<file path="src/rtl/rv32v_dmem_arbiter.sv">
// rv32v_dmem_arbiter: shares one data-cache port (m_*) between scalar (s_*) and vector (v_*) memory stages with vector lock and starvation bound
module rv32v_dmem_arbiter #(
  parameter int STARVE_LIMIT = 8,
  parameter int CNT_W = 8
) (
  input  logic        CLK,
  input  logic        RST,
  input  logic        s_ren,
  input  logic        s_wen,
  input  logic [31:0] s_addr,
  input  logic [31:0] s_wdata,
  input  logic [3:0]  s_byte_en,
  output logic [31:0] s_rdata,
  output logic        s_busy,
  input  logic        v_ren,
  input  logic        v_wen,
  input  logic [31:0] v_addr,
  input  logic [31:0] v_wdata,
  input  logic [3:0]  v_byte_en,
  input  logic        v_lock,
  output logic [31:0] v_rdata,
  output logic        v_busy,
  output logic        m_ren,
  output logic        m_wen,
  output logic [31:0] m_addr,
  output logic [31:0] m_wdata,
  output logic [3:0]  m_byte_en,
  input  logic [31:0] m_rdata,
  input  logic        m_busy,
  output logic        grant_v,
  output logic        starve_force
);
  typedef enum logic [1:0] {IDLE, SCALAR, VECTOR} state_t;
  state_t state, state_nxt;
  logic last_v;
  logic [CNT_W-1:0] cnt;
  logic s_req, v_req, own, sel_v, own_req, done, s_done, v_done, s_win;
  assign s_req = s_ren | s_wen;
  assign v_req = v_ren | v_wen;
  assign own = state != IDLE;
  assign sel_v = state == VECTOR;
  assign own_req = own & (sel_v ? v_req : s_req);
  assign done = own_req & ~m_busy;
  assign s_done = done & ~sel_v;
  assign v_done = done & sel_v;
  assign starve_force = cnt >= CNT_W'(STARVE_LIMIT);
  assign grant_v = sel_v;
  assign s_win = s_req & (~v_req | starve_force | last_v);
  always_ff @(posedge CLK) begin
    if (RST) begin
      state <= IDLE;
      last_v <= 1'b1;
      cnt <= '0;
    end else begin
      state <= state_nxt;
      if (done) last_v <= sel_v;
      if (!s_req || s_done) cnt <= '0;
      else if (sel_v && v_lock && cnt != '1) cnt <= cnt + 1'b1;
    end
  end
  always_comb begin
    state_nxt = IDLE;
    unique case (state)
      IDLE:    state_nxt = s_win ? SCALAR : v_req ? VECTOR : IDLE;
      SCALAR:  state_nxt = s_req & m_busy ? SCALAR : IDLE;
      VECTOR:  state_nxt = (v_req & m_busy) | (v_lock & ~starve_force) ? VECTOR : IDLE;
      default: state_nxt = IDLE;
    endcase
  end
  always_comb begin
    m_wen = own & (sel_v ? v_wen : s_wen);
    m_ren = own & (sel_v ? v_ren & ~v_wen : s_ren & ~s_wen);
    m_addr = own ? (sel_v ? v_addr : s_addr) : '0;
    m_wdata = own ? (sel_v ? v_wdata : s_wdata) : '0;
    m_byte_en = own ? (sel_v ? v_byte_en : s_byte_en) : '0;
    s_busy = s_req & ~s_done;
    v_busy = v_req & ~v_done;
    s_rdata = s_done ? m_rdata : '0;
    v_rdata = v_done ? m_rdata : '0;
  end
endmodule

</file>
<file path="config.mk">
export PLATFORM = sky130hd
export DESIGN_NAME = rv32v_dmem_arbiter
export DESIGN_NICKNAME = d
export VERILOG_FILES = /design/src/rtl/rv32v_dmem_arbiter.sv
export SDC_FILE = /design/constraint.sdc
export NUM_CORES = 1
export LEC_CHECK = 0
export ABC_AREA = 1
export CAP_MARGIN = 20
export CORE_AREA = 2 2 123 125
export DETAILED_ROUTE_END_ITERATION = 6
export DIE_AREA = 0 0 125 127
export GPL_TIMING_DRIVEN = 0
export HOLD_SLACK_MARGIN = 0.03
export PLACE_DENSITY_LB_ADDON = 0.05
export REMOVE_ABC_BUFFERS = 1
export SLEW_MARGIN = 10
export SYNTH_ARGS = -nofsm -noshare
export SYNTH_HDL_FRONTEND = slang
export SYNTH_SLANG_ARGS = --single-unit
</file>
<file path="constraint.sdc">
create_clock -name CLK -period 2.5 [get_ports CLK]
set_input_delay 0.75 -clock CLK [delete_from_list [all_inputs] [get_ports CLK]]
set_output_delay 0.75 -clock CLK [all_outputs]
set_load 0.03 [all_outputs]
</file>
==> run summary <==
RSZ-0062 raised after global routing: yes
Yosys top cell by area: a22o_1
Tot Pwr: 1.945 mW
final wirelength: 16.92 mm
fillers: 1468
top-count cell post-synth: nor2_1
Site Rows: 44
outcome: finished, violations left
Final Slew Violations: 0
die area: 15880 um2
Crit. Startpoint: m_busy
Synth Register Bits: 11
Switching Power: 884.8 uW
first-pass GRT wire length: 22.37 mm
Int Power: 1.060 mW
largest cells by area after synthesis: a22o_1 (33%), nor2_1 (17%), dfxtp_1 (12%)
Inserted Clock Buffers: 3
Netlist cell types: 27
DP HPWL: 12.65 mm
hold_buf cts: 0
largest net degree at the start of global routing: 37
Slowest Stage Delay on Critical Path: 220 ps
WS Path Type: in2out
crit share post-route: 1.057
Synth top cells by count: nor2_1 (80), a22o_1 (68), inv_1 (47), nand2_1 (37), buf_2 (13)
mean post-synth cell area: 5.965 um2
DR iter-0 viols: 110
global route total overflow: 0
vias post-DR: 3459
vias in the first global route: 3411
global-route usage over all layers: 0.1886
Pwr Density: 321.3 nW/um2
count of final setup violators: 65
NumNets Final: 807
Die Wd: 125 um
Root Buffer: clkbuf_16
PnR worst setup slack: -142.0 ps
Final Hold Viols: 0
WP data arrival: 1890 ps
fin util: 0.4196
Yosys top cell area share: 0.3274
post-synthesis cell area: 1819 um2
cell count after synthesis: 305
CTS Sinks: 11
critical-path maximum fanout: 8
CP Capture Type: output pin
required time of the critical path: 1750 ps
Post-synth EDFFs: 0
Vias/cell: 4.213
Setup WS pre-CTS: -1337 ps
layout cells sized above 1: 0.3838
WHS: 463.4 ps
sw frac: 0.4550
DRC: 0
routed length per instance: 20.61 um
Initial Util: 0.1261
share of power burned in registers: 0.101
setup TNS: -7083 ps
worst min-delay path class: reg2reg
H-tree lvl count: 1
Clock Skew: 2.079 ps
post-route ant nets: 0
Highest Clock Rate: 0.3785 GHz
Port Buffers: 313
Combinational Power Share: 0.745
worst-path cell chain: buf_6 -> inv_4 -> nand2_4 -> o21ai_4 -> buf_12 -> buf_12 -> nand3_4 -> nor2_4 -> buf_6
Max Cap Viol: 0
clock buffer depth: 2
Core Area: 14420 um2
Tmin final: 2642 ps
Die Height: 127 um
leak pwr: 2.525 nW
Final GP Congestion: 0.8800
1st-pass router iterations: 4
Worst-Skew Late Latency: 240 ps
# IOs: 314
CP max stage cell: nand3_4
Top FF cell, synth: dfxtp_1
Slew headroom: 0.7814
clock-pin slew on the worst setup and hold paths: 40 ps
FFs w/ async S/R, synth: 0
initial antenna violation count: 9
RR Startpoint: state[0]
Synth-to-Final Area Change: 232.7%
Critical Path Source Type: input pin
VDD IR max: 0.0001915 V
Clock Power Share: 0.154
failing checks: negative setup slack
Worst Tran Pin Value: 327.1 ps
hold path start: last_v
CTS tree: built
synth warn: 0
Seq/Total Area, Yosys: 0.1210
power groups by stage:
stage          clock (mW)  sequential, mW  combinational, mW
2_1_floorplan           0           0.213              0.573
3_5_place_dp            0           0.231               1.24
3_3_place_gp            0           0.230               1.25
4_1_cts             0.302           0.196               1.40
5_1_grt             0.310           0.198               1.52
6_report            0.299           0.196               1.45
kinds of logic (layout without fill, tap and decap cells):
| group | after synthesis | after routing | synth area share |
|---|---|---|---|
| AO/OA/AOI/OAI | 82 | 82 | 0.3769 |
| XOR/XNOR | 3 | 3 | 0.01445 |
| adder cells (fa/ha/maj) | 2 | 2 | 0.01375 |
| buffers and inverters | 72 | 388 | 0.1637 |
| flip-flops | 11 | 11 | 0.1210 |
| other | 0 | 9 | 0 |
| AND/OR/NAND/NOR | 135 | 142 | 0.3102 |
worst paths after layout:
kind              cells past startpoint     endpoint  slack (ps)
setup / recovery                      9  s_rdata[24]        -140
hold / removal                        2       last_v         460
setup reg to reg                      7       cnt[5]         970
hold reg to reg                       2       last_v         460
cell usage in the layout, fill, tap and decap left out, drive strengths merged:
master and instances:
buf 117, nor2 82, nand3b 1, a22o 68, clkdlybuf4s50 172, o211ai 1, o21bai 1, diode 9
nand2 44, o32ai 1, bufbuf 1, dfxtp 11, o21ai 1, clkbuf 10, inv 51, dlygate4sd2 2
nand4 2, nand3 11, a21oi 10, ha 2, xor2 3, nor3 1, clkdlybuf4s15 35, or2 1
what timing repair did:
item,CTS,global route
gates cloned,6,4
pin swaps,9,9
buffers inserted,11,6
resized for setup,712,179
hold endpoints to repair,0,0
setup endpoints to repair,137,100
through the flow:
stage | cells | area [um2]
global placement | 780 | 5072
CTS | 802 | 5634
global route | 814 | 6035
detailed placement | 781 | 5096
finish | 821 | 6052
floorplan | 283 | 1709
area by class of cell:
| type | instances | area [um2] | share of cell area |
|---|---|---|---|
| repair buffers | 333 | 3358 | 0.5549 |
| multi-input cells | 229 | 1923 | 0.3178 |
| well taps | 184 | 230.2 | 0.03804 |
| flip-flops and latches | 11 | 225.2 | 0.03721 |
| inverters | 50 | 202.7 | 0.03349 |
| clock buffers | 4 | 78.83 | 0.01302 |
| diodes | 9 | 22.52 | 0.003721 |
| repair inverters | 1 | 11.26 | 0.001861 |
worst max-delay path: cells and delay by family:
kind            cells  cell delay (ps)
compound gates      1              160
buf+inv             5              550
simple gates        3              430
routing by layer:
layer | routed length [um] | track usage | share of wire
met1 | 6006 | 0.1915 | 0.35
met2 | 8768 | 0.3488 | 0.52
met3 | 1631 | 0.08124 | 0.096
met4 | 488 | 0.06144 | 0.029
met5 | 24 | 0 | 0.0014
sequential cells by signal (all words and copies together), names as in the netlist:
register	flops
cnt	8
last_v	1
state	2
(Power assumes the default switching activity.)
